## config.mk

```make
export PLATFORM = sky130hd
export DESIGN_NAME = restoring_divider
export DESIGN_NICKNAME = d
export VERILOG_FILES = /design/src/rtl/restoring_divider_pkg.sv /design/src/rtl/restoring_divider_subtraction_unit.sv /design/src/rtl/restoring_divider.sv
export SDC_FILE = /design/constraint.sdc
export NUM_CORES = 1
export LEC_CHECK = 0
export ABC_AREA = 0
export ABC_CLOCK_PERIOD_IN_PS = 3750
export CAP_MARGIN = 5
export CORE_UTILIZATION = 45
export CTS_CLUSTER_DIAMETER = 120
export DETAILED_ROUTE_END_ITERATION = 10
export GPL_TIMING_DRIVEN = 1
export PLACE_DENSITY = 0.84
export SYNTH_ARGS = -nofsm -noshare
export SYNTH_HDL_FRONTEND = slang
export SYNTH_SLANG_ARGS = --single-unit
```

## constraint.sdc

```tcl
create_clock -name clk -period 3.75 [get_ports clk]
set_input_delay 0.375 -clock clk [delete_from_list [all_inputs] [get_ports clk]]
set_output_delay 0.375 -clock clk [all_outputs]
set_load 0.01 [all_outputs]
```

## src/rtl/restoring_divider_pkg.sv

```systemverilog
// Shared definitions for the restoring divider: FSM state encoding and
// sizing helpers for the iteration counter.
package restoring_divider_pkg;

    typedef enum logic [1:0] {
        IDLE = 2'b00,
        RUN  = 2'b01,
        DONE = 2'b10
    } div_state_e;

    localparam int DIV_WIDTH = 8;

    // Counter must hold the value WIDTH itself, hence WIDTH+1 codes.
    function automatic int cnt_width(input int width);
        return $clog2(width + 1);
    endfunction

    localparam int DIV_CNT_W = cnt_width(DIV_WIDTH);

endpackage

```

## src/rtl/restoring_divider_subtraction_unit.sv

```systemverilog
// Combinational ripple-borrow subtractor: diff = a - b, borrow_out set when a < b.
// Each stage is the borrow-form dual of a full adder.
module subtraction_unit #(
    parameter int WIDTH = 9
) (
    input  logic [WIDTH-1:0] a,
    input  logic [WIDTH-1:0] b,
    output logic [WIDTH-1:0] diff,
    output logic             borrow_out
);

    logic [WIDTH:0] borrow_s;

    assign borrow_s[0] = 1'b0;

    for (genvar i = 0; i < WIDTH; i++) begin : g_bit
        assign diff[i]         = a[i] ^ b[i] ^ borrow_s[i];
        assign borrow_s[i + 1] = (~a[i] & b[i]) | (~(a[i] ^ b[i]) & borrow_s[i]);
    end

    assign borrow_out = borrow_s[WIDTH];

endmodule

```

## src/rtl/restoring_divider.sv

```systemverilog
// Multi-cycle unsigned restoring divider, one quotient bit per clock,
// with a start/done handshake and results held until the next accepted request.
module restoring_divider
    import restoring_divider_pkg::*;
#(
    parameter int WIDTH = DIV_WIDTH
) (
    input  logic             clk,
    input  logic             rst_n,
    input  logic             start,
    input  logic [WIDTH-1:0] dividend,
    input  logic [WIDTH-1:0] divisor,
    output logic             busy,
    output logic             done,
    output logic [WIDTH-1:0] quotient,
    output logic [WIDTH-1:0] remainder,
    output logic             div_by_zero
);

    localparam int CNT_W = cnt_width(WIDTH);

    div_state_e       state_r, state_nxt_s;
    logic [CNT_W-1:0] cnt_r, cnt_nxt_s;
    logic [WIDTH-1:0] dq_r, dq_nxt_s;
    logic [WIDTH-1:0] dvs_r, dvs_nxt_s;
    logic [WIDTH:0]   pr_r, pr_nxt_s;
    logic [2*WIDTH:0] shift_s;
    logic [WIDTH:0]   trial_s;
    logic             borrow_s;
    logic             res_load_s;
    logic             res_zero_s;

    logic             busy_r;
    logic             done_r;
    logic [WIDTH-1:0] quotient_r;
    logic [WIDTH-1:0] remainder_r;
    logic             div_by_zero_r;

    // The top bit of pr is shifted out; it is provably zero after every iteration.
    assign shift_s = {pr_r, dq_r} << 1;

    subtraction_unit #(
        .WIDTH(WIDTH + 1)
    ) u_sub (
        .a          (shift_s[2*WIDTH:WIDTH]),
        .b          ({1'b0, dvs_r}),
        .diff       (trial_s),
        .borrow_out (borrow_s)
    );

    // Next-state, datapath update and result-load decode.
    always_comb begin
        state_nxt_s = state_r;
        cnt_nxt_s   = cnt_r;
        dq_nxt_s    = dq_r;
        dvs_nxt_s   = dvs_r;
        pr_nxt_s    = pr_r;
        res_load_s  = 1'b0;
        res_zero_s  = 1'b0;
        case (state_r)
            IDLE, DONE: begin
                if (start) begin
                    dq_nxt_s  = dividend;
                    dvs_nxt_s = divisor;
                    pr_nxt_s  = {(WIDTH + 1){1'b0}};
                    cnt_nxt_s = CNT_W'(WIDTH);
                    if (divisor == {WIDTH{1'b0}}) begin
                        state_nxt_s = DONE;
                        res_load_s  = 1'b1;
                        res_zero_s  = 1'b1;
                    end else begin
                        state_nxt_s = RUN;
                    end
                end else begin
                    state_nxt_s = IDLE;
                end
            end
            RUN: begin
                if (borrow_s) begin
                    pr_nxt_s = shift_s[2*WIDTH:WIDTH];
                end else begin
                    pr_nxt_s = trial_s;
                end
                dq_nxt_s  = shift_s[WIDTH-1:0] | {{(WIDTH - 1){1'b0}}, ~borrow_s};
                cnt_nxt_s = cnt_r - CNT_W'(1);
                if (cnt_r == CNT_W'(1)) begin
                    state_nxt_s = DONE;
                    res_load_s  = 1'b1;
                end else begin
                    state_nxt_s = RUN;
                end
            end
            default: begin
                state_nxt_s = IDLE;
            end
        endcase
    end

    // State, iteration datapath and handshake flags.
    always_ff @(posedge clk or negedge rst_n) begin
        if (!rst_n) begin
            state_r <= IDLE;
            cnt_r   <= {CNT_W{1'b0}};
            dq_r    <= {WIDTH{1'b0}};
            dvs_r   <= {WIDTH{1'b0}};
            pr_r    <= {(WIDTH + 1){1'b0}};
            busy_r  <= 1'b0;
            done_r  <= 1'b0;
        end else begin
            state_r <= state_nxt_s;
            cnt_r   <= cnt_nxt_s;
            dq_r    <= dq_nxt_s;
            dvs_r   <= dvs_nxt_s;
            pr_r    <= pr_nxt_s;
            busy_r  <= (state_nxt_s == RUN);
            done_r  <= (state_nxt_s == DONE);
        end
    end

    // Result registers, written only on entry to DONE.
    always_ff @(posedge clk or negedge rst_n) begin
        if (!rst_n) begin
            quotient_r    <= {WIDTH{1'b0}};
            remainder_r   <= {WIDTH{1'b0}};
            div_by_zero_r <= 1'b0;
        end else if (res_load_s) begin
            if (res_zero_s) begin
                quotient_r    <= {WIDTH{1'b1}};
                remainder_r   <= dividend;
                div_by_zero_r <= 1'b1;
            end else begin
                quotient_r    <= dq_nxt_s;
                remainder_r   <= pr_nxt_s[WIDTH-1:0];
                div_by_zero_r <= 1'b0;
            end
        end else begin
            quotient_r    <= quotient_r;
            remainder_r   <= remainder_r;
            div_by_zero_r <= div_by_zero_r;
        end
    end

    assign busy        = busy_r;
    assign done        = done_r;
    assign quotient    = quotient_r;
    assign remainder   = remainder_r;
    assign div_by_zero = div_by_zero_r;

endmodule
```

==> results.json <==
{
  "crit_chain": "inv_1 > ha_2 > fa_2 > fa_2 > fa_2 > fa_2 > fa_2 > fa_2 > inv_2 > fa_2 > a22o_1 > nand2_2 > a31oi_1",
  "rsz0062_at_grt": "true",
  "yosysWarnings": 0,
  "hold_viol": 0,
  "core_area_mm2": 0.00479,
  "drt_iter0_drc": 169,
  "synth_top_area_cell": "dfrtp_1",
  "cp_max_fo": 2,
  "grt_pass1_vias": 1829,
  "synth-simple-area-share_pct": 16.2,
  "yosysTopAreaCellShare_pct": 54.1,
  "synth_edf_count": 0,
  "dp_cells": 313,
  "die_area_mm2": 0.00532,
  "report.final.slew_viol_count": 0,
  "synth.area.top_cells": "dfrtp_1 (54%), nand2_1 (7.3%), fa_1 (6.2%)",
  "routed_wirelength_mm": 5.16,
  "final_nets": 286,
  "synthFlopType": "dfrtp_1",
  "cpMostUsedCell": "fa_2",
  "cap_violations": 0,
  "synth_mux_area_share_pct": 0,
  "path_class": "reg2reg",
  "status": "finished clean",
  "rows": 25,
  "ys_ff_latch": 49,
  "endpoint_kind": "flip-flop",
  "place_ws_ns": -0.126,
  "synth-compound-area-share_pct": 17.3,
  "grt_pass1_wl_mm": 8.57,
  "clock_skew_ns": 0.00496,
  "synth_area_mm2": 0.00226,
  "synth_top_family_by_area": "compound AO/OA/AOI/OAI gates",
  "fin_cells": 325,
  "areaGrowthSynthToFinish_pct": 26.1,
  "fin_ws_ns": 0.0971,
  "antenna_found_initial": 0,
  "finalCritPeriodShare_pct": 97.4,
  "clock_latency_ns": 0.30,
  "avgViaCountPerCell": 5.64,
  "clk_pin_slew_worst_paths_ns": 0.09,
  "gp_congestion": 0.954,
  "clkSinkCount": 49,
  "finalSetupViolCount": 0,
  "final_area_mm2": 0.00286,
  "ys_seq_area_share_pct": 54.1,
  "p_leak_nw": 1.27,
  "worstMarginPinSlew_ns": 1.27,
  "cp_slowest_stage_delay_ns": 0.44,
  "drcViolationCount": 0,
  "htree_levels": 2,
  "grt_overflow_total": 0,
  "firstDrtPassIters": 4,
  "critPathTopFamily": "adder cells",
  "clk_path_buf_depth": 2,
  "cts_tree": "yes",
  "path_depth": 13,
  "slew_headroom_pct": 14.8,
  "ir_worst_vdd_v": 0.000644,
  "start_kind": "flip-flop",
  "syn_inst": 218,
  "hold_class": "in2async",
  "synth_area_per_cell_um2": 10.4,
  "layout-drive-gt1-share_pct": 13.6,
  "fmax_mhz": 274,
  "cpMaxStageDelayCell": "fa_2",
  "vias": 1832,
  "seq_area_mm2": 0.00123,
  "async_flop_share_pct": 100,
  "dieHeight_um": 72.9,
  "syn_nets": 247,
  "worst_r2r_path_depth": 13,
  "crit_arrival_ns": 3.84,
  "root_buffer": "clkbuf_8",
  "n_fill_cell": 417,
  "ios": 38,
  "wl_per_cell_um": 15.9,
  "synth.distinct_cells": 36,
  "multiInputGateArea_um2": 993,
  "grt_max_degree": 50,
  "antenna_cells": 0,
  "synthAdderAreaFrac_pct": 7.85,
  "critPathBufInv": 2,
  "period_minus_slack_ns": 3.65,
  "p_per_area_mw_per_mm2": 998,
  "synth_xor_xnor_area_share_pct": 0.387,
  "io_buffers": 37,
  "ant_nets": 0,
  "numCtsBuffers": 5,
  "placed_cell_area_mm2": 0.00270,
  "required_ns": 3.93,
  "rrSetupSlack_ns": 0.1,
  "dpl.hpwl_mm": 3.63,
  "grtUsageTotal_pct": 21.7,
  "initial_utilization_pct": 47.3,
  "die_width_um": 72.9
}
## final timing paths
kind                               from            to
worst min-delay path              rst_n       pr_r[5]
worst min register to register  dq_r[5]       dq_r[5]
worst max-delay path            dq_r[7]  remainder[7]
worst max register to register  dq_r[7]  remainder[7]
max in group asynchronous         rst_n    state_r[1]
min in group clk                dq_r[5]       dq_r[5]
## area by class of cell
type                       count  share of cell area (%)
clock inverter                 1                   0.175
clock buffer                   7                    3.37
inverter                      11                    1.45
timing repair buffer          43                    14.4
sequential                    49                    42.9
tap                           67                    2.93
multi-input combinational    147                    34.8
## cells in the final DEF (no fill, tap or decap), types with 3 or more instances in the layout
cell	n
inv_1	10
nor3_1	7
o21ai_0	12
or3_1	5
fa_2	7
a22o_1	7
clkbuf_8	7
nand2_1	43
dfrtp_1	49
a31oi_1	8
nor2_1	10
clkdlybuf4s50_1	36
o22a_1	3
o221a_1	4
buf_4	6
a22oi_1	5
a21oi_1	5
## per-stage QoR
step                      total power [mW]  TNS (ns)  hold slack [ns]  utilization, %
final                                 2.85         0            0.264            59.7
after global placement                2.31    -0.115            0.461            56.3
after detailed placement              2.35    -0.653            0.465            56.3
after floorplan                       1.86         0           0.0794               -
after global routing                  3.07   -0.0395            0.351            59.7
after CTS                             2.75         0            0.297            59.0
## metal layers
layer	up-vias	share of wire [%]	wire, um	GRT usage, %
met1	905	43	2220	28.2
met3	16	6.3	325	6.08
li1	836	-	-	-
met5	-	0	0	0
met2	75	48	2500	34.3
met4	0	2.4	123	8.93
## report_power, final
| part | internal [mW] | leakage (nW) | switching, mW | total, mW |
|---|---|---|---|---|
| Sequential | 0.794 | 0.582 | 0.186 | 0.980 |
| Clock | 0.167 | 0.0542 | 0.172 | 0.339 |
| Combinational | 0.764 | 0.630 | 0.766 | 1.53 |
## cells in the mapped netlist, drive strengths merged (4+ instances only)
library cell and count:
clkbuf 7, nor2 10, inv 11, nor3 8
fa 7, o221a 4, nand2 45, o21ai 15
a31oi 8, buf 5, a21oi 6, a22oi 5
dfrtp 49, a22o 7, or3 5
## flip-flops by register name, indices dropped and copies added, names as in the netlist
register	cells
busy	1
done	1
pr_r	8
dvs_r	8
remainder	8
div_by_zero	1
dq_r	8
cnt_r	4
quotient	8
state_r	2
## cells by family (layout without fill, tap and decap cells)
logic type,Yosys count,after routing
AND/OR/NAND/NOR,79,80
AO/OA/AOI/OAI,56,56
flip-flops,49,49
buffers and inverters,23,62
adder cells (fa/ha/maj),10,10
XOR/XNOR,1,1
## what timing repair did
| action | CTS | global route |
|---|---|---|
| cloned | 0 | 1 |
| endpoints found under the setup margin | 12 | 14 |
| gates resized for setup | 5 | 7 |
| buffers inserted | 2 | 1 |
| hold buffers | 0 | 0 |
| pin swaps | 1 | 4 |
No activity file was read; power rests on OpenSTA's default activity.
==> edit: new RTL, same settings <==
Change the package constant `DIV_WIDTH` from 8 to 7.
--- a/src/rtl/restoring_divider_pkg.sv
+++ b/src/rtl/restoring_divider_pkg.sv
@@ -8,7 +8,7 @@
         DONE = 2'b10
     } div_state_e;
 
-    localparam int DIV_WIDTH = 8;
+    localparam int DIV_WIDTH = 7;
 
     // Counter must hold the value WIDTH itself, hence WIDTH+1 codes.
     function automatic int cnt_width(input int width);
Interface: changed (resized dividend, divisor, quotient and remainder); port bits go from 38 to 34. No check against the original RTL was run, so the function may have changed too.
==> edit against the unedited design <==
- synthesized cell count shrank 11%
- global-route usage decreased by 0.64 points
- die area decreased by 8.7%
- first-iteration DRC count rose by 11%
- clock skew is 1.3 ps lower
- non-clock buffer count down 6
- wire length fell by 9.9%
- setup slack worse by 25 ps
- cell area is 13% lower
- total power down 16%
- area after synthesis decreased by 9.0%
- sequential cell count shrank 6
- combinational power shrank 17%
==> edit: results (changes against the unedited design) <==
metric	value	unit	change
outcome	finished clean		
drive_above_1_share	7.11	%	-6.5 points
fillCellCount	395		-5.3%
grt_pass1_wl	7790	µm	-9.1%
synth_compound_area_share	19.2	%	+1.9 points
syn_nets	220		-11%
nets	250		-13%
synth_cell_types	32		-11%
yosysSeqAreaShare	52.2	%	-2.0 points
dp_hpwl	3200	µm	-12%
grt_pass1_vias	1552		-15%
yosys.area_share.xor_xnor	0	%	-0.39 points
first_iter_violations	188		+11%
ir_worst_vdd	0.000457	V	-29%
crit_path_max_fanout	3		+1
dr_wl_met3	292	µm	-10%
wl_met2	2270	µm	-8.9%
grt_max_degree	44		-12%
gp_congestion	0.803		-16%
wl_met1	2020	µm	-8.9%
gr-usage-all-layers	21.0	%	-0.64 points
wl_per_cell	16.8	µm	+5.7%
finClkSkew	3.66	ps	-1.29 ps
synth_adder_area_share	7.65	%	-0.20 points
arrival	3860	ps	+20 ps
numPortBuffers	33		-11%
synth_commonest_cells	dfrtp_1 (43), nand2_1 (29), inv_1 (12), a21oi_1 (9), nor2_1 (9)		
synthTopCellsByArea	dfrtp_1 (52%), fa_1 (5.8%), nand2_1 (5.3%)		
[edit: changes by cell type in the layout (fill, tap and decap cells not counted), sizes merged, moves of 4 or more]
cell	delta
a211oi	+5
a21oi	+4
a221o	+7
a311o	+7
a31oi	-8
and2	+6
clkdlybuf4s50	-4
dfrtp	-6
nand2	-16
nand3	+6
nor3	-6
o21ai	-12
o221a	-4
or3	-5
[edit: metal layers]
layer  GRT usage [%]  up-vias
li1                -      746
met1            28.4      813
met2            32.4       49
met3            5.96        7
met4            7.78        0
met5               0        -
[edit: worst max-delay path, cell delays in order (launching register included)]
cell	delay, ps
dfrtp_1	350
inv_1	50
ha_1	200
fa_1	390
fa_1	390
fa_1	390
fa_1	390
fa_1	370
inv_1	70
fa_1	460
a22oi_2	210
and4_1	210
o31ai_1	70
[edit: final timing paths]
kind                           from            to  slack (ps)  cells past startpoint
min reg2reg                dvs_r[0]      dvs_r[0]         500                      2
max in group asynchronous     rst_n   quotient[4]        2960                      1
max reg2reg                 dq_r[6]  remainder[6]          70                     12
min in group clk           dvs_r[0]      dvs_r[0]         500                      2
min                           rst_n  remainder[1]         210                      1
max                         dq_r[6]  remainder[6]          70                     12
[edit: repair_timing]
action,in CTS,in global routing
hold buffers,0,0
gates resized for setup,0,2
setup endpoints to repair,0,8
hold endpoints to repair,0,0
[edit: report_power, final]
part / switching, mW / internal (mW)
clock: 0.165 / 0.130
sequential: 0.141 / 0.695
combinational: 0.650 / 0.617
[edit: kinds of logic (layout without fill, tap and decap cells)]
kind of cell	after synthesis	in the layout
AND/OR/NAND/NOR	65	65
AO/OA/AOI/OAI	51	51
flip-flops	43	43
buffers and inverters	26	57
adder cells (fa/ha/maj)	9	9
[edit: cell type report]
type | count | area (µm²) | area share [%]
clock buffer | 6 | 72.6 | 2.90
inverter | 12 | 45.0 | 1.80
tap | 52 | 65.1 | 2.60
timing repair buffer | 37 | 355 | 14.2
multi-input combinational | 125 | 872 | 34.9
sequential | 43 | 1080 | 43.1
clock inverter | 2 | 12.5 | 0.501
[edit: stage by stage]
| step | setup TNS (ps) | cells |
|---|---|---|
| 4_1_cts | 0 | 277 |
| 6_report | 0 | 277 |
| 5_1_grt | -70.6 | 277 |
| 2_1_floorplan | 0 | 194 |
| 3_3_place_gp | 0 | 269 |
| 3_5_place_dp | 0 | 269 |
